**src/rtl/pipe_stage_skid_reg.sv**
```systemverilog
// Elastic pipeline-stage register with a 2-entry skid buffer, flush-to-bubble and a
// saturating starvation counter. up_ready comes straight from a flop.
//
// state | meaning
// EMPTY | no entry held; dn_data shows NOP_VAL
// ONE   | main holds the oldest (only) entry
// FULL  | main holds the oldest entry, skid the next; up_ready low
module pipe_stage_skid_reg #(
  parameter int                DATA_W  = 32,
  parameter logic [DATA_W-1:0] NOP_VAL = '0,
  parameter int                CNT_W   = 16
) (
  input  logic              cpu_clk_50M,
  input  logic              cpu_rst,
  input  logic              flush,
  input  logic              up_valid,
  output logic              up_ready,
  input  logic [DATA_W-1:0] up_data,
  output logic              dn_valid,
  input  logic              dn_ready,
  output logic [DATA_W-1:0] dn_data,
  output logic [1:0]        occ,
  output logic [CNT_W-1:0]  bubble_cnt
);

  typedef enum logic [1:0] {
    EMPTY = 2'd0,
    ONE   = 2'd1,
    FULL  = 2'd2
  } state_t;

  state_t              state_q, state_d;
  logic [DATA_W-1:0]   main_q, main_d;
  logic [DATA_W-1:0]   skid_q, skid_d;
  logic                up_ready_q;
  logic [CNT_W-1:0]    bubble_q;
  logic                accept, drain;

  assign accept     = up_valid & up_ready_q;
  assign drain      = dn_valid & dn_ready;
  assign occ        = state_q;
  assign dn_valid   = (state_q != EMPTY);
  assign dn_data    = main_q;
  assign up_ready   = up_ready_q;
  assign bubble_cnt = bubble_q;

  always_comb begin
    state_d = state_q;
    main_d  = main_q;
    skid_d  = skid_q;
    if (flush) begin
      state_d = EMPTY;
      main_d  = NOP_VAL;
      skid_d  = NOP_VAL;
    end else begin
      case (state_q)
        EMPTY: begin
          if (accept) begin
            state_d = ONE;
            main_d  = up_data;
          end
        end
        ONE: begin
          if (accept && drain) begin
            main_d = up_data;
          end else if (accept) begin
            state_d = FULL;
            skid_d  = up_data;
          end else if (drain) begin
            state_d = EMPTY;
            main_d  = NOP_VAL;
          end
        end
        FULL: begin
          if (drain) begin
            state_d = ONE;
            main_d  = skid_q;
            skid_d  = NOP_VAL;
          end
        end
        default: begin
          state_d = EMPTY;
          main_d  = NOP_VAL;
          skid_d  = NOP_VAL;
        end
      endcase
    end
  end

  always_ff @(posedge cpu_clk_50M) begin
    if (cpu_rst) begin
      state_q    <= EMPTY;
      main_q     <= NOP_VAL;
      skid_q     <= NOP_VAL;
      up_ready_q <= 1'b1;
      bubble_q   <= '0;
    end else begin
      state_q    <= state_d;
      main_q     <= main_d;
      skid_q     <= skid_d;
      up_ready_q <= (state_d != FULL);
      // starvation counts regardless of flush; saturates instead of wrapping
      if (dn_ready && !dn_valid && (bubble_q != {CNT_W{1'b1}}))
        bubble_q <= bubble_q + {{(CNT_W-1){1'b0}}, 1'b1};
    end
  end

endmodule

```
**config.mk**
```make
export PLATFORM = sky130hd
export DESIGN_NAME = pipe_stage_skid_reg
export DESIGN_NICKNAME = d
export VERILOG_FILES = /design/src/rtl/pipe_stage_skid_reg.sv
export SDC_FILE = /design/constraint.sdc
export NUM_CORES = 1
export LEC_CHECK = 0
export BUFFER_PORTS_ARGS = -buffer_cell sky130_fd_sc_hd__buf_2
export CAP_MARGIN = 5
export CORE_MARGIN = 5
export CORE_UTILIZATION = 50
export CTS_CLUSTER_DIAMETER = 100
export DETAILED_ROUTE_END_ITERATION = 10
export GPL_TIMING_DRIVEN = 0
export HOLD_SLACK_MARGIN = 0.05
export PLACE_DENSITY = 0.76
export SLEW_MARGIN = 20
export SYNTH_ARGS = -nofsm -noshare
export SYNTH_HDL_FRONTEND = slang
export SYNTH_SLANG_ARGS = --single-unit
```
**constraint.sdc**
```tcl
create_clock -name cpu_clk_50M -period 2.1 [get_ports cpu_clk_50M]
set_input_delay 0.42 -clock cpu_clk_50M [delete_from_list [all_inputs] [get_ports cpu_clk_50M]]
set_output_delay 0.42 -clock cpu_clk_50M [all_outputs]
set_load 0.02 [all_outputs]
```
==> impl_metrics.env, run 1 <==
export IMPL_core_area_sq_um=6790
export IMPL_worst_pin_slew_ns=0.529
export IMPL_viasPerCell=5.54
export IMPL_grt_usage_pct=19.5
export IMPL_rrSetupSlack_ns=0.19
export IMPL_ir_drop_mv=0.333
export IMPL_required_ns=2.34
export IMPL_cts_root_buf="clkbuf_8"
export IMPL_layout_commonest_cell="buf_2"
export IMPL_die_w_um=93.7
export IMPL_cts_setup_buffers=0
export IMPL_numCtsBuffers=9
export IMPL_ys_flop_type="dfxtp_1"
export IMPL_r2r_start="bubble_cnt[0]"
export IMPL_fin_cells=569
export IMPL_outcome="finished, final reports clean"
export IMPL_yosys_area_share_simple_pct=22.5
export IMPL_hold_end="dn_data[30]"
export IMPL_yosys_warnings=0
export IMPL_first_iter_violations=275
export IMPL_timing_rr_end="bubble_cnt[0]"
export IMPL_cts_resized=0
export IMPL_fin_setup_tns_ns=0
export IMPL_hold_depth=3
export IMPL_start_util_pct=51.5
export IMPL_cts_buffer_depth=2
export IMPL_setup_violations=0
export IMPL_vias=3150
export IMPL_cp_data_arrival_time_ns=2.14
export IMPL_hold_viol_final=0
export IMPL_synth_seq_cells=83
export IMPL_endpoint_kind="flip-flop"
export IMPL_layout_nets=506
export IMPL_antenna_found_initial=0
export IMPL_reg2reg_depth=5
export IMPL_leakage_uw=0.00177
export IMPL_finClkSkew_ns=0.00855
export IMPL_area_delta_synth_final_pct=22.2
export IMPL_clk_pin_slew_ns=0.09
export IMPL_layout_drive_gt1_share_pct=24.7
export IMPL_synth_compound_area_share_pct=14.3
export IMPL_fmax_mhz=525
export IMPL_place_inst=553
export IMPL_clkLatencyLatePin_ns=0.35
export IMPL_fp_dieArea_sq_um=8780
export IMPL_syn_area_sq_um=3500
export IMPL_syn_nets=407
export IMPL_slew_violations=0
export IMPL_crit_type="reg2reg"
export IMPL_synth_mux_area_share_pct=10.7
export IMPL_place_port_buffers=88
export IMPL_grt_pass1_wl_um=13800
export IMPL_drc=0
export IMPL_relSlewSlack_pct=64.7
export IMPL_rows=30
export IMPL_async_reset_ff_share_pct=0
export IMPL_antenna_left=0
export IMPL_syn_avg_cell_area_sq_um=9.49
export IMPL_gp_congestion=0.803
export IMPL_synth_edff_count=0
export IMPL_synth_xor_area_share_pct=0.750
export IMPL_p_per_area_nw_per_um2=729
export IMPL_htree_levels=3
export IMPL_ys_seq_area_share_pct=47.4
export IMPL_final_cell_mix="buf_2, dfxtp_1, nor2_1"
export IMPL_synth_top_family_by_area="simple AND/OR/NAND/NOR gates"
export IMPL_min_path_type="in2reg"
export IMPL_layout_min_cycle_time_ns=1.91
export IMPL_post_dp_hpwl_um=6210
export IMPL_die_y_um=93.7
export IMPL_hp_start="up_data[30]"
export IMPL_syn_inst=369
export IMPL_overflow=0
export IMPL_cp_max_fo=7
export IMPL_ys_types=39
export IMPL_synth_adder_area_share_pct=0.357
export IMPL_worstSetupStartpointType="flip-flop"
export IMPL_firstDrtPassIters=6
export IMPL_grt_pass1_vias=2959
export IMPL_cts_sinks=83
export IMPL_grt_max_degree=16
export IMPL_drv_cap=0
export IMPL_diodes=0
export IMPL_period_share_pct=90.8
export IMPL_cts_tree="done"
export IMPL_hold_buffers=0
export IMPL_rsz0062_at_grt="false"
export IMPL_routed_wl_um=8600
export IMPL_wl_per_cell_um=15.1
export IMPL_ios=89
-- stage by stage --
step | hold WS, ns | cell area [sq um] | util (%) | setup slack (ns) | power, uW
after global placement | 0.470 | 4060 | 59.8 | 0.139 | 1960
after global routing | 0.311 | 4280 | 63.0 | 0.0280 | 3250
final | 0.321 | 4280 | 63.0 | 0.194 | 3120
after floorplan | 0.459 | 3500 | - | 0.265 | 1850
after CTS | 0.307 | 4270 | 62.9 | 0.0910 | 3140
after detailed placement | 0.485 | 4060 | 59.8 | 0.0961 | 1960
-- worst max path at each step --
stage / startpoint / end / slack (ns) / cells after the start
3_3_place_gp: up_valid / dn_data[15] / 0.14 / 6
2_1_floorplan: bubble_cnt[0] / bubble_cnt[0] / 0.26 / 5
3_5_place_dp: up_valid / dn_data[15] / 0.1 / 6
6_report: bubble_cnt[0] / bubble_cnt[0] / 0.19 / 5
5_1_grt: occ[0] / dn_data[15] / 0.03 / 6
4_1_cts: occ[0] / dn_data[15] / 0.09 / 6
-- cell usage after synthesis (all sizes together) (2+ instances only) --
cell type / count / area share [%]
dfxtp: 83 / 47
nor2: 74 / 7.9
mux2i: 34 / 9.7
and2: 33 / 5.9
a222oi: 32 / 9.1
clkbuf: 21 / 2.3
a21oi: 11 / 1.6
inv: 8 / 0.86
nand3: 8 / 1.1
nand2: 6 / 0.64
buf: 5 / 0.89
nor2b: 5 / 0.89
o21ai: 5 / 0.71
or3: 5 / 0.89
o31ai: 4 / 0.86
and3: 3 / 0.54
mux2: 3 / 0.96
nand2b: 3 / 0.54
nand4: 3 / 0.54
nor3: 3 / 0.43
or4: 3 / 0.64
xnor2: 2 / 0.50
-- per-layer routing --
layer  track usage (%)  wire length, um  vias to the layer above
met3              4.41              538                       12
met2              32.1             4150                      107
li1                  -                -                     1532
met1              24.6             3770                     1499
met4              8.30              131                        0
met5                 0                0                        -
-- worst max-delay path, stage by stage, from the launching register on --
cell and delay (ns):
dfxtp_1 0.34, ha_1 0.24, and4_1 0.25, and4bb_2 0.29, nor3_1 0.31, mux2_2 0.37
-- cells by family (layout without fill, tap and decap cells) --
kind of cell,after synthesis,in the layout
simple gates,153,153
flops,83,83
compound gates,58,58
mux,37,37
buf+inv,34,138
xor+xnor,3,3
fa+ha+maj,1,1
-- state kept, by name, summed over array words and instances, names as in the netlist --
register    cells
bubble_cnt     16
up_ready        1
skid_q         32
dn_data        32
occ             2
-- cell type report --
cell class                 count  area [sq um]
buffer                        26           110
fill                         602          2520
multi-input combinational    252          1710
clock buffer                  10           138
sequential                    83          1660
inverter                       8          30.0
clock inverter                 6          72.6
timing repair buffer          88           440
tap                           96           120
-- power breakdown --
group | leakage [uW] | total (uW) | switching (uW) | internal [uW]
Sequential | 0.000672 | 1620 | 16.1 | 1600
Clock | 0.000103 | 1190 | 596 | 592
Combinational | 0.000997 | 313 | 191 | 123
No activity file was read; power rests on OpenSTA's default activity.
==> run 2: changes to the inputs <==
--- a/config.mk
+++ b/config.mk
@@ -14,6 +14,7 @@
 export GPL_TIMING_DRIVEN = 0
 export HOLD_SLACK_MARGIN = 0.05
 export PLACE_DENSITY = 0.76
+export RECOVER_POWER = 25
 export SLEW_MARGIN = 20
 export SYNTH_ARGS = -nofsm -noshare
 export SYNTH_HDL_FRONTEND = slang
==> impl_metrics.env, run 2 (synthesis results as in run 1) <==
export IMPL_layout_min_cycle_time_ns=1.91
export IMPL_endpoint_kind="flip-flop"
export IMPL_diodes=0
export IMPL_whs_ns=0.318
export IMPL_area_delta_synth_final_pct=21.0
export IMPL_worstSetupStartpointType="flip-flop"
export IMPL_critPathTopFamily="simple AND/OR/NAND/NOR gates"
export IMPL_cp_data_arrival_time_ns=2.15
export IMPL_min_path_type="in2reg"
export IMPL_fin_cells=569
export IMPL_first_iter_violations=301
export IMPL_drv_cap=0
export IMPL_worstPathCellList="ha_1 > and4_1 > and4bb_2 > nor3_1 > mux2_2"
export IMPL_cts_setup_buffers=0
export IMPL_crit_type="reg2reg"
export IMPL_drc=0
export IMPL_cp_num_buf_inv=0
export IMPL_cts_buffer_depth=2
export IMPL_cts_sinks=83
export IMPL_worst_pin_slew_ns=0.510
export IMPL_reg2reg_depth=5
export IMPL_seq_power_share_pct=51.9
export IMPL_p_comb_share_pct=9.9
export IMPL_hold_end="dn_data[30]"
export IMPL_cellInternalPower_uw=2310
export IMPL_layout_nets=506
export IMPL_die_y_um=93.7
export IMPL_cp_slowest_stage_delay_ns=0.37
export IMPL_p_per_area_nw_per_um2=735
export IMPL_numCtsBuffers=9
export IMPL_clock_power_share_pct=38.2
export IMPL_utilization_pct=62.4
export IMPL_fmax_mhz=524
export IMPL_r2r_start="bubble_cnt[0]"
export IMPL_crit_slowest_cell="mux2_2"
export IMPL_wl_per_cell_um=15.2
export IMPL_finClkSkew_ns=0.00879
export IMPL_final_cell_mix="dfxtp_1, nor2_1, buf_2"
export IMPL_vias=3157
export IMPL_total_power_uw=3110
export IMPL_cts_root_buf="clkbuf_8"
export IMPL_leakage_uw=0.00163
export IMPL_slew_violations=0
export IMPL_timing_rr_end="bubble_cnt[0]"
export IMPL_core_area_sq_um=6790
export IMPL_place_port_buffers=88
export IMPL_start_util_pct=51.5
export IMPL_clkLatencyLatePin_ns=0.35
export IMPL_place_inst=553
export IMPL_post_dp_hpwl_um=6210
export IMPL_relSlewSlack_pct=66.0
export IMPL_hold_viol_final=0
export IMPL_gp_congestion=0.803
export IMPL_rrSetupSlack_ns=0.19
export IMPL_p_sw_share_pct=25.9
export IMPL_layout_commonest_cell="dfxtp_1"
export IMPL_routed_wl_um=8650
export IMPL_required_ns=2.34
export IMPL_setup_violations=0
export IMPL_grt_pass1_wl_um=13800
export IMPL_cts_tree="done"
export IMPL_cts_resized=0
export IMPL_htree_levels=3
export IMPL_grt_usage_pct=19.5
export IMPL_ir_drop_mv=0.329
export IMPL_antenna_left=0
export IMPL_viasPerCell=5.55
export IMPL_die_w_um=93.7
export IMPL_cp_max_fo=7
export IMPL_grt_pass1_vias=2959
export IMPL_overflow=0
export IMPL_grt_max_degree=16
export IMPL_hold_buffers=0
export IMPL_layout_drive_gt1_share_pct=17.8
export IMPL_rows=30
export IMPL_fp_dieArea_sq_um=8780
export IMPL_period_share_pct=90.8
export IMPL_fin_setup_tns_ns=0
export IMPL_hp_start="up_data[30]"
export IMPL_clk_pin_slew_ns=0.09
export IMPL_ios=89
export IMPL_hold_depth=3
export IMPL_firstDrtPassIters=6
export IMPL_outcome="finished, final reports clean"
export IMPL_switchingPower_uw=806
export IMPL_antenna_found_initial=0
export IMPL_rsz0062_at_grt="false"
run 2: cell types whose count changed in the layout (fill, tap and decap cells not counted):
cell and delta:
buf_2 -33, clkbuf_1 +33
run 2: area by class of cell:
type / instances / area, sq um
Clock buffer: 10 / 138
Multi-Input combinational cell: 252 / 1710
Fill cell: 618 / 2560
Sequential cell: 83 / 1660
Timing Repair Buffer: 88 / 399
Tap cell: 96 / 120
Inverter: 8 / 30.0
Buffer: 26 / 110
Clock inverter: 6 / 72.6
run 2: power by group through the flow:
stage	combinational, uW	sequential, uW	clock (uW)
global placement	307	1650	0
detailed placement	312	1650	0
finish	309	1620	1190
CTS	314	1620	1210
global route	337	1620	1290
floorplan	166	1680	0
run 2: per-layer routing:
layer	global-route usage, %	vias to the layer above	share of wire (%)
li1	-	1531	-
met1	24.6	1503	44
met2	32.1	112	48
met3	4.41	11	6.8
met4	8.30	0	1.6
met5	0	-	0
run 2: worst reg2reg max path, stage by stage (launching register included):
cell and delay [ns]:
dfxtp_1 0.34, ha_1 0.24, and4_1 0.25, and4bb_2 0.29, nor3_1 0.31, mux2_2 0.37
run 2: per-stage QoR:
| stage | setup WS, ns | instance area, sq um |
|---|---|---|
| floorplan | 0.265 | 3500 |
| global placement | 0.139 | 4060 |
| detailed placement | 0.0961 | 4060 |
| CTS | 0.0910 | 4270 |
| global route | 0.0250 | 4240 |
| finish | 0.193 | 4240 |
run 2: how the worst max path moves through the flow:
stage | cells past startpoint | from | to | slack [ns]
global placement | 6 | up_valid | dn_data[15] | 0.14
global route | 6 | occ[0] | dn_data[15] | 0.02
detailed placement | 6 | up_valid | dn_data[15] | 0.1
floorplan | 5 | bubble_cnt[0] | bubble_cnt[0] | 0.26
CTS | 6 | occ[0] | dn_data[15] | 0.09
finish | 5 | bubble_cnt[0] | bubble_cnt[0] | 0.19
